<file path="src/rtl/cu_fsm_pkg.sv">
// cu_fsm_pkg: shared definitions for the KGP-miniRISC multicycle control unit.
// Holds the state and instruction-class enums, opcode/func codes, ALU and branch
// encodings, register-write codes and the instruction legality check.
package cu_fsm_pkg;

    typedef enum logic [2:0] {
        ST_FETCH  = 3'd0,
        ST_DECODE = 3'd1,
        ST_EXEC   = 3'd2,
        ST_MEM    = 3'd3,
        ST_WB     = 3'd4,
        ST_HALT   = 3'd5
    } state_t;

    typedef enum logic [2:0] {
        CLS_ALU = 3'd0,
        CLS_LW  = 3'd1,
        CLS_SW  = 3'd2,
        CLS_BR  = 3'd3,
        CLS_BL  = 3'd4
    } cls_t;

    localparam logic [5:0] OP_RTYPE  = 6'd0;
    localparam logic [5:0] OP_ADDI   = 6'd1;
    localparam logic [5:0] OP_COMPI  = 6'd2;
    localparam logic [5:0] OP_LW     = 6'd3;
    localparam logic [5:0] OP_SW     = 6'd4;
    localparam logic [5:0] OP_BRANCH = 6'd5;

    // R-type func 0..9: add, comp, and, xor, shll, shrl, shllv, shrlv, shra, shrav
    localparam logic [5:0] FN_R_LAST  = 6'd9;
    // Branch func 0..6: br, bltz, bz, bnz, bl, bcy, bncy
    localparam logic [5:0] FN_BR_LAST = 6'd6;
    localparam logic [5:0] FN_BL      = 6'd4;

    localparam logic [3:0] ALU_ADD  = 4'd0;
    localparam logic [3:0] ALU_COMP = 4'd1;

    localparam logic [1:0] RW_NONE = 2'b00;
    localparam logic [1:0] RW_RS   = 2'b01;
    localparam logic [1:0] RW_RT   = 2'b10;
    localparam logic [1:0] RW_RA   = 2'b11;

    localparam logic [1:0] RWM_PC4  = 2'b00;
    localparam logic [1:0] RWM_DMEM = 2'b01;
    localparam logic [1:0] RWM_ALU  = 2'b10;

    function automatic logic is_legal(input logic [5:0] op, input logic [5:0] fn);
        case (op)
            OP_RTYPE:                          return (fn <= FN_R_LAST);
            OP_ADDI, OP_COMPI, OP_LW, OP_SW:   return 1'b1;
            OP_BRANCH:                         return (fn <= FN_BR_LAST);
            default:                           return 1'b0;
        endcase
    endfunction

endpackage

</file>
<file path="src/rtl/cu_fsm_decode.sv">
// cu_decode: combinational instruction decoder for cu_fsm.
// Ports:
//   opcode, func        in   latched instruction fields
//   cls                 out  instruction class (ALU, lw, sw, branch, bl)
//   alu_op              out  ALU operation for the class
//   imm_mux_ctrl        out  1 = sign-extend immediate
//   alu_mux_ctrl        out  1 = ALU B operand from immediate
//   br_op               out  {valid, condition} for the branch group, else 0
module cu_decode
    import cu_fsm_pkg::*;
(
    input  logic [5:0] opcode,
    input  logic [5:0] func,
    output cls_t       cls,
    output logic [3:0] alu_op,
    output logic       imm_mux_ctrl,
    output logic       alu_mux_ctrl,
    output logic [4:0] br_op
);

    always_comb begin
        cls          = CLS_ALU;
        alu_op       = ALU_ADD;
        imm_mux_ctrl = 1'b0;
        alu_mux_ctrl = 1'b0;
        br_op        = 5'd0;
        case (opcode)
            OP_RTYPE: begin
                alu_op = func[3:0];
            end
            OP_ADDI: begin
                imm_mux_ctrl = 1'b1;
                alu_mux_ctrl = 1'b1;
            end
            OP_COMPI: begin
                alu_op       = ALU_COMP;
                imm_mux_ctrl = 1'b1;
                alu_mux_ctrl = 1'b1;
            end
            OP_LW: begin
                cls          = CLS_LW;
                imm_mux_ctrl = 1'b1;
                alu_mux_ctrl = 1'b1;
            end
            OP_SW: begin
                cls          = CLS_SW;
                imm_mux_ctrl = 1'b1;
                alu_mux_ctrl = 1'b1;
            end
            OP_BRANCH: begin
                cls   = (func == FN_BL) ? CLS_BL : CLS_BR;
                br_op = {1'b1, func[3:0]};
            end
            default: ;
        endcase
    end

endmodule

</file>
<file path="src/rtl/cu_fsm.sv">
// cu_fsm: multicycle control unit for the KGP-miniRISC core. Sequences
// FETCH/DECODE/EXEC/MEM/WB and drives all data_path control inputs as Moore
// outputs of the state and the instruction fields latched in DECODE.
// Ports:
//   clk, rst                      core clock, synchronous active-high reset
//   opcode_in, func_in            instruction fields from data_path
//   ir_load, pc_en                IR load and PC update strobes
//   reg_write, reg_write_mux_ctrl register-file write target and source
//   imm_mux_ctrl, alu_mux_ctrl    immediate extension and ALU B select
//   alu_op                        ALU operation
//   dmem_enable, dmem_write_enable data memory strobes
//   br_op                         {branch valid, condition}
//   halted, illegal               parked in HALT, sticky illegal instruction
//   instr_count                   retired-instruction count (CU_PERF_CNT_EN only)
// Optional feature: define CU_PERF_CNT_EN to add the saturating instr_count port.
//
// state  | meaning
// FETCH  | load IR from imem
// DECODE | latch opcode/func, pick EXEC or HALT
// EXEC   | ALU inputs stable; branches update PC here
// MEM    | data memory access (lw/sw); sw retires here
// WB     | register write-back
// HALT   | parked until rst (halt opcode or illegal instruction)
module cu_fsm
    import cu_fsm_pkg::*;
#(
    parameter logic [5:0] HALT_OPCODE = 6'h3F
) (
    input  logic       clk,
    input  logic       rst,
    input  logic [5:0] opcode_in,
    input  logic [5:0] func_in,
    output logic       ir_load,
    output logic       pc_en,
    output logic [1:0] reg_write,
    output logic       imm_mux_ctrl,
    output logic       alu_mux_ctrl,
    output logic [3:0] alu_op,
    output logic       dmem_enable,
    output logic       dmem_write_enable,
    output logic [1:0] reg_write_mux_ctrl,
    output logic [4:0] br_op,
    output logic       halted,
`ifdef CU_PERF_CNT_EN
    output logic       illegal,
    output logic [31:0] instr_count
`else
    output logic       illegal
`endif
);

    state_t     state, state_nxt;
    logic [5:0] op_q, func_q;
    logic       illegal_q;

    cls_t       dec_cls;
    logic [3:0] dec_alu_op;
    logic       dec_imm, dec_amux;
    logic [4:0] dec_br_op;

    // alu_hold presents the decoded ALU controls; br_en presents br_op
    logic       ir_load_c, pc_en_c, alu_hold, br_en, den_c, dwe_c, halted_c;
    logic [1:0] rw_c, rwm_c;

    cu_decode u_decode (
        .opcode       (op_q),
        .func         (func_q),
        .cls          (dec_cls),
        .alu_op       (dec_alu_op),
        .imm_mux_ctrl (dec_imm),
        .alu_mux_ctrl (dec_amux),
        .br_op        (dec_br_op)
    );

    always_ff @(posedge clk) begin
        if (rst) begin
            state     <= ST_FETCH;
            op_q      <= 6'd0;
            func_q    <= 6'd0;
            illegal_q <= 1'b0;
        end else begin
            state <= state_nxt;
            if (state == ST_DECODE) begin
                op_q   <= opcode_in;
                func_q <= func_in;
                if (opcode_in != HALT_OPCODE && !is_legal(opcode_in, func_in))
                    illegal_q <= 1'b1;
            end
        end
    end

    always_comb begin
        state_nxt = state;
        ir_load_c = 1'b0;
        pc_en_c   = 1'b0;
        alu_hold  = 1'b0;
        br_en     = 1'b0;
        den_c     = 1'b0;
        dwe_c     = 1'b0;
        halted_c  = 1'b0;
        rw_c      = RW_NONE;
        rwm_c     = RWM_PC4;
        case (state)
            ST_FETCH: begin
                ir_load_c = 1'b1;
                state_nxt = ST_DECODE;
            end
            ST_DECODE: begin
                if (opcode_in == HALT_OPCODE || !is_legal(opcode_in, func_in))
                    state_nxt = ST_HALT;
                else
                    state_nxt = ST_EXEC;
            end
            ST_EXEC: begin
                case (dec_cls)
                    CLS_ALU: begin
                        alu_hold  = 1'b1;
                        state_nxt = ST_WB;
                    end
                    CLS_LW, CLS_SW: begin
                        alu_hold  = 1'b1;
                        state_nxt = ST_MEM;
                    end
                    CLS_BL: begin
                        br_en     = 1'b1;
                        pc_en_c   = 1'b1;
                        state_nxt = ST_WB;
                    end
                    default: begin
                        br_en     = 1'b1;
                        pc_en_c   = 1'b1;
                        state_nxt = ST_FETCH;
                    end
                endcase
            end
            ST_MEM: begin
                alu_hold = 1'b1;
                den_c    = 1'b1;
                if (dec_cls == CLS_SW) begin
                    dwe_c     = 1'b1;
                    pc_en_c   = 1'b1;
                    state_nxt = ST_FETCH;
                end else begin
                    state_nxt = ST_WB;
                end
            end
            ST_WB: begin
                state_nxt = ST_FETCH;
                case (dec_cls)
                    CLS_ALU: begin
                        alu_hold = 1'b1;
                        rw_c     = RW_RS;
                        rwm_c    = RWM_ALU;
                        pc_en_c  = 1'b1;
                    end
                    CLS_LW: begin
                        alu_hold = 1'b1;
                        den_c    = 1'b1;
                        rw_c     = RW_RT;
                        rwm_c    = RWM_DMEM;
                        pc_en_c  = 1'b1;
                    end
                    CLS_BL: begin
                        rw_c  = RW_RA;
                        rwm_c = RWM_PC4;
                    end
                    default: ;
                endcase
            end
            ST_HALT: begin
                halted_c = 1'b1;
            end
            default: state_nxt = ST_FETCH;
        endcase
    end

    // rst forces every output low in the cycle it is sampled, so strobes of an
    // interrupted instruction never reach the data path.
    assign ir_load            = ir_load_c & ~rst;
    assign pc_en              = pc_en_c & ~rst;
    assign reg_write          = rst ? RW_NONE : rw_c;
    assign reg_write_mux_ctrl = rst ? RWM_PC4 : rwm_c;
    assign alu_op             = (alu_hold && !rst) ? dec_alu_op : 4'd0;
    assign imm_mux_ctrl       = alu_hold & dec_imm & ~rst;
    assign alu_mux_ctrl       = alu_hold & dec_amux & ~rst;
    assign br_op              = (br_en && !rst) ? dec_br_op : 5'd0;
    assign dmem_enable        = den_c & ~rst;
    assign dmem_write_enable  = dwe_c & ~rst;
    assign halted             = halted_c & ~rst;
    assign illegal            = illegal_q & ~rst;

`ifdef CU_PERF_CNT_EN
    logic [31:0] cnt_q;

    always_ff @(posedge clk) begin
        if (rst)
            cnt_q <= 32'd0;
        else if (pc_en_c && cnt_q != 32'hFFFF_FFFF)
            cnt_q <= cnt_q + 32'd1;
    end

    assign instr_count = rst ? 32'd0 : cnt_q;
`endif

endmodule

</file>
<file path="config.mk">
export PLATFORM = sky130hd
export DESIGN_NAME = cu_fsm
export DESIGN_NICKNAME = d
export VERILOG_FILES = /design/src/rtl/cu_fsm_pkg.sv /design/src/rtl/cu_fsm_decode.sv /design/src/rtl/cu_fsm.sv
export SDC_FILE = /design/constraint.sdc
export NUM_CORES = 1
export LEC_CHECK = 0
export ABC_AREA = 0
export CORE_ASPECT_RATIO = 1.2
export CORE_UTILIZATION = 40
export DETAILED_ROUTE_END_ITERATION = 10
export HOLD_SLACK_MARGIN = 0.08
export PLACE_DENSITY = 0.78
export SLEW_MARGIN = 20
export SYNTH_ARGS = -nofsm -noshare
export SYNTH_HDL_FRONTEND = slang
export SYNTH_SLANG_ARGS = --single-unit
</file>
<file path="constraint.sdc">
create_clock -name clk -period 1.8 [get_ports clk]
set_input_delay 0.36 -clock clk [delete_from_list [all_inputs] [get_ports clk]]
set_output_delay 0.36 -clock clk [all_outputs]
set_load 0.1 [all_outputs]
</file>
== Word-level counts from Yosys, hierarchy flattened ==
Index checks and enable logic that the tools add are counted.
W data, S select, Z words.

* Register bits: 16
* Input port bits: 14
* Output and inout port bits: 21

* Reduce and logical (&&, ||, !) cells: 18
* $lt $le $gt $ge: 2
* Equal/unequal tests: 21
* Bitwise gates (word level): 9
* Multiplexer cells: 32

{| class="wikitable"
|+ Operator list
! operator !! count
|-
| $eq A6 B3 Y1 const B || 5
|-
| $eq A6 B2 Y1 const B || 4
|-
| $pmux W3 S5 || 1
|-
| $eq A6 B1 Y1 const B || 2
|-
| $logic_not A6 Y1 || 2
|-
| $mux W1 || 12
|-
| $mux W5 || 2
|-
| $eq A3 B2 Y1 const B || 3
|-
| $eq A3 B3 Y1 const B || 3
|-
| $mux W3 || 3
|-
| $pmux W1 S3 || 3
|-
| $pmux W3 S3 || 1
|-
| $and A1 B1 Y1 || 8
|-
| $mux W2 || 4
|-
| $pmux W4 S2 || 1
|-
| $reduce_or A4 Y1 || 2
|-
| $eq A3 B1 Y1 const B || 2
|-
| $eq A6 B6 Y1 const B || 1
|-
| $le A6 B3 Y1 const B || 1
|-
| $le A6 B4 Y1 const B || 1
|-
| $logic_not A3 Y1 || 2
|-
| $ne A6 B6 Y1 const B || 1
|-
| $pmux W2 S3 || 1
|-
| $pmux W3 S2 || 1
|-
| 10 further kinds || 16
|}

== Longest topological paths before layout ==
* Depth after elaboration: 9
* Depth in mapped cells: 6

== By module ==
From an unflattened synthesis, not the netlist that was laid out.

* Cells, all modules: 169
* Area total of the unflattened synthesis: 1,201.2 um^2

{| class="wikitable"
|+ By module, submodules not included
! module !! times used !! cells each !! seq. area each (um^2) !! area an instance (um^2)
|-
| cu_fsm || 1 || 138 || 320.3 || 1,013.5
|-
| cu_decode || 1 || 31 || 0.0 || 187.7
|}

== Least setup slack after synthesis ==
No wires, ideal clock.

* Path type: input -> output
* Start: input port rst
* End: output port alu_op[0]
* Arrival: 5.454 ns
* Required time: 1.440 ns
* Slack: -4.014 ns
* Cell stages on the path: 3
* Cell sequence: buf_2 -> nand2b_1 -> a2111oi_0

* Cells in the longest elaborated chain, start to end: 3

{| class="wikitable"
|+ RTL lines
! what !! RTL line !! RTL
|-
| start: declaration || cu_fsm.sv:30 || <nowiki>input logic rst,</nowiki>
|-
| $logic_not A1 Y1 || cu_fsm.sv:183 || <nowiki>assign alu_op = (alu_hold && !rst) ? dec_alu_op : 4'd0;</nowiki>
|-
| $logic_and A1 B1 Y1 || cu_fsm.sv:183 ||
|-
| $mux W4 || cu_fsm.sv:183 ||
|-
| end: declaration || cu_fsm.sv:38 || <nowiki>output logic [3:0] alu_op,</nowiki>
|}

Every way passes these cells.

== Worst setup path in the final report ==
* Start: register func_q[3]
* End: output port reg_write[1]

* Cells in the longest elaborated chain, start to end: 7

{| class="wikitable"
|+ RTL lines
! what !! RTL line !! RTL
|-
| start: declaration || cu_fsm.sv:53 || <nowiki>logic [5:0] op_q, func_q;</nowiki>
|-
| start signal: assignment || cu_fsm.sv:85 || <nowiki>func_q <= func_in;</nowiki>
|-
| $eq A6 B3 Y1 * || cu_fsm_decode.sv:51 || <nowiki>cls = (func == FN_BL) ? CLS_BL : CLS_BR;</nowiki>
|-
| $mux W3 * || cu_fsm_decode.sv:51 ||
|-
| $pmux W3 S3 * || cu_fsm_decode.sv:27 || <nowiki>case (opcode)</nowiki>
|-
| $eq A3 B3 Y1, or another cell as far along || cu_fsm.sv:149 || <nowiki>case (dec_cls)</nowiki>
|-
| $pmux W2 S3 * || cu_fsm.sv:149 ||
|-
| $mux W2 * || cu_fsm.sv:103 || <nowiki>case (state)</nowiki>
|-
| $mux W2 * || cu_fsm.sv:181 || <nowiki>assign reg_write = rst ? RW_NONE : rw_c;</nowiki>
|-
| end: declaration || cu_fsm.sv:35 || <nowiki>output logic [1:0] reg_write,</nowiki>
|}

Every way passes the cells marked *; elsewhere a longest branch is shown, timed or not.

==> results.cfg <==
[synthesis]
synth-seq-cells = 16
synthesis.yosys.warnings = 0
ys.flop_type = sky130_fd_sc_hd__dfxtp_1
post_synth_inst_count = 153
synth-edff-count = 0
synth_nets = 167
postSynthAreaPerCell_um2 = 7.56
yosysSeqAreaShare = 0.277
postSynth.asyncResetShare = 0
post_synth_num_cell_types = 48
synth_area_um2 = 1160

[clock_network]
clock_tree.root_cell = sky130_fd_sc_hd__clkbuf_4
clk_path_buf_depth = 2
cts_num_sinks = 16
cts_made_buffers = 3
cts_tree = done
clock_tree.htree_level_count = 1
worstSkewPairLatency_ns = 0.30
clkSlewWorstSetupHoldPaths_ns = 0.09
hold_buffers = 0

[grt]
pin_count_of_the_biggest_net_entering_global_routing = 16
vias_in_the_first_global_route = 1477
global_route.usage.total = 0.294
antenna_found_initial = 0
overflow = 0
grt_first_pass_wirelength_um = 6710

[flow_run]
max-cap-violations = 0

[timing]
hold-worst-slack_ns = 0.466
finalMaxSlewViolations = 0
final_min_period_over_clock_period = 1.22
timing.slew.headroom = 0.731
worst_slew_pin_slew_ns = 0.403
timing.final.setup_violations = 18
max_freq_mhz = 455
hold_viol_final = 0
finalWorstPathRequiredPeriod_ns = 2.20
fin_skew_ns = 0.00465
final.setup.worst_slack_ns = -0.398
rsz0062_at_grt = yes

[setup_path]
critPathRequiredTime_ns = 1.44
arrival_ns = 1.84
cp_launch_type = flop
critical_path.endpoint_type = output port
critical_setup_path_kind = reg -> out
crit_path_max_fanout = 3

[power_and_ir_drop]
leakage_nw = 0.928
worst_ir_drop_vdd_v = 0.000511
total_power_mw = 1.55
power_per_cell_area_nw_per_um2 = 641

[placed_design]
number_of_cells_after_detailed_placement = 241
place.detailed.hpwl_um = 2820
gp_congestion = 0.901
placement.io_buffers = 34

[drt]
drt-total-wl_um = 4190
post_drt_via_cell_ratio = 5.65
detail-route-antenna-nets = 0
vias = 1429
avg_wl_per_cell_um = 16.6
remaining_drc_errors = 0
drt_iter0_markers = 27
drt_pass1_iterations = 4

[floorplanning]
num_io_pins = 35
die_h_um = 60.9
die_area_um2 = 3110
initial_core_util = 0.419
die-width_um = 51.1
core-area_um2 = 2760
floorplan.rows = 21

[worst_hold_path]
hp-class = reg -> reg

[status]
violations = setup timing
outcome = finished, violations left

[layout]
antenna_cells_inserted = 0
seqCellArea_um2 = 342
share_of_cells_above_drive_strength_1 = 0.589
nFillCells = 142
multiInputGateArea_um2 = 1100
layout.nets = 234
area_growth_pct = 109
final_cells = 253
==> metrics by stage <==
step	setup slack (ns)	TNS (ns)	cell area (µm²)	utilization
after global placement	-0.352	-5.57	2090	0.758
after detailed placement	-0.377	-5.79	2090	0.758
after floorplan	-0.843	-7.12	1370	-
after CTS	-0.424	-5.39	2380	0.861
after global routing	-0.489	-6.84	2420	0.876
final	-0.398	-5.61	2420	0.876
==> kinds of logic after synthesis <==
family	after synthesis	synth area share
AND/OR/NAND/NOR	86	0.419
AO/OA/AOI/OAI	40	0.251
flip-flops	16	0.277
buffers and inverters	11	0.0530
==> sequential cells by signal, summed over array words and instances, names as in the netlist <==
name and cells:
state 3, illegal_q 1, op_q 6, func_q 6
==> critical path, cell delays in order, from the launching register on <==
cell                      delay, ns
sky130_fd_sc_hd__dfxtp_2       0.33
sky130_fd_sc_hd__or4b_4        0.54
sky130_fd_sc_hd__nor3_4        0.20
sky130_fd_sc_hd__a21oi_2       0.11
sky130_fd_sc_hd__nor3_4        0.16
sky130_fd_sc_hd__buf_12        0.20
==> synthesized netlist by cell type, types with 3 or more instances <==
master | count | area, µm²
sky130_fd_sc_hd__a21oi_1 | 15 | 75.1
sky130_fd_sc_hd__and2_1 | 8 | 50.1
sky130_fd_sc_hd__buf_2 | 4 | 20.0
sky130_fd_sc_hd__dfxtp_1 | 16 | 320
sky130_fd_sc_hd__nand2_1 | 33 | 124
sky130_fd_sc_hd__nand2b_1 | 3 | 18.8
sky130_fd_sc_hd__nand3_1 | 3 | 15.0
sky130_fd_sc_hd__nor2_1 | 11 | 41.3
sky130_fd_sc_hd__nor2b_1 | 4 | 25.0
sky130_fd_sc_hd__nor3_1 | 4 | 20.0
sky130_fd_sc_hd__o21ai_0 | 4 | 20.0
sky130_fd_sc_hd__o21ai_1 | 3 | 15.0
==> cell usage in the layout (no fill, tap or decap), types with 4 or more instances in the layout <==
cell type	n
sky130_fd_sc_hd__dfxtp_2	5
sky130_fd_sc_hd__nand2_1	28
sky130_fd_sc_hd__a21oi_1	13
sky130_fd_sc_hd__buf_4	22
sky130_fd_sc_hd__clkdlybuf4s50_1	12
sky130_fd_sc_hd__nor2_4	4
sky130_fd_sc_hd__dfxtp_1	7
sky130_fd_sc_hd__buf_6	16
sky130_fd_sc_hd__and2_4	7
sky130_fd_sc_hd__nand2_4	4
sky130_fd_sc_hd__nor2_1	5
sky130_fd_sc_hd__buf_12	21
sky130_fd_sc_hd__dfxtp_4	4
==> final timing paths <==
kind,slack [ns],from,depth (start not counted),endpoint
hold reg to reg,0.47,func_q[5]$_SDFFE_PP0N_,2,func_q[5]$_SDFFE_PP0N_
setup reg to reg,0.16,state[0]$_SDFFE_PP0P_,5,state[2]$_SDFFE_PP0P_
hold / removal,0.47,func_q[5]$_SDFFE_PP0N_,2,func_q[5]$_SDFFE_PP0N_
setup / recovery,-0.40,func_q[3]$_SDFFE_PP0N_,5,reg_write[1]
==> cell type report <==
type	instances	area share
sequential	16	0.141
clock buffer	4	0.0150
timing repair buffer	72	0.370
tap	34	0.0176
multi-input combinational	126	0.454
inverter	1	0.00155
==> metal layers <==
metal,part of all wire,up-vias,global-route usage
li1,-,673,-
met1,0.36,670,0.297
met2,0.54,65,0.571
met3,0.045,21,0.0526
met4,0.048,0,0.155
met5,0,-,0
==> report_power, final <==
part / internal, mW / switching, mW
Sequential: 0.399 / 0.0498
Clock: 0.124 / 0.121
Combinational: 0.386 / 0.468
Total: 0.909 / 0.639
==> timing repair <==
action | CTS | global route
endpoints found under the hold margin | 0 | 0
endpoints found under the setup margin | 21 | 18
setup buffers | 7 | 1
gates cloned | 0 | 0
gates resized for setup | 52 | 9
pin swaps | 17 | 6
(Power assumes the default switching activity.)
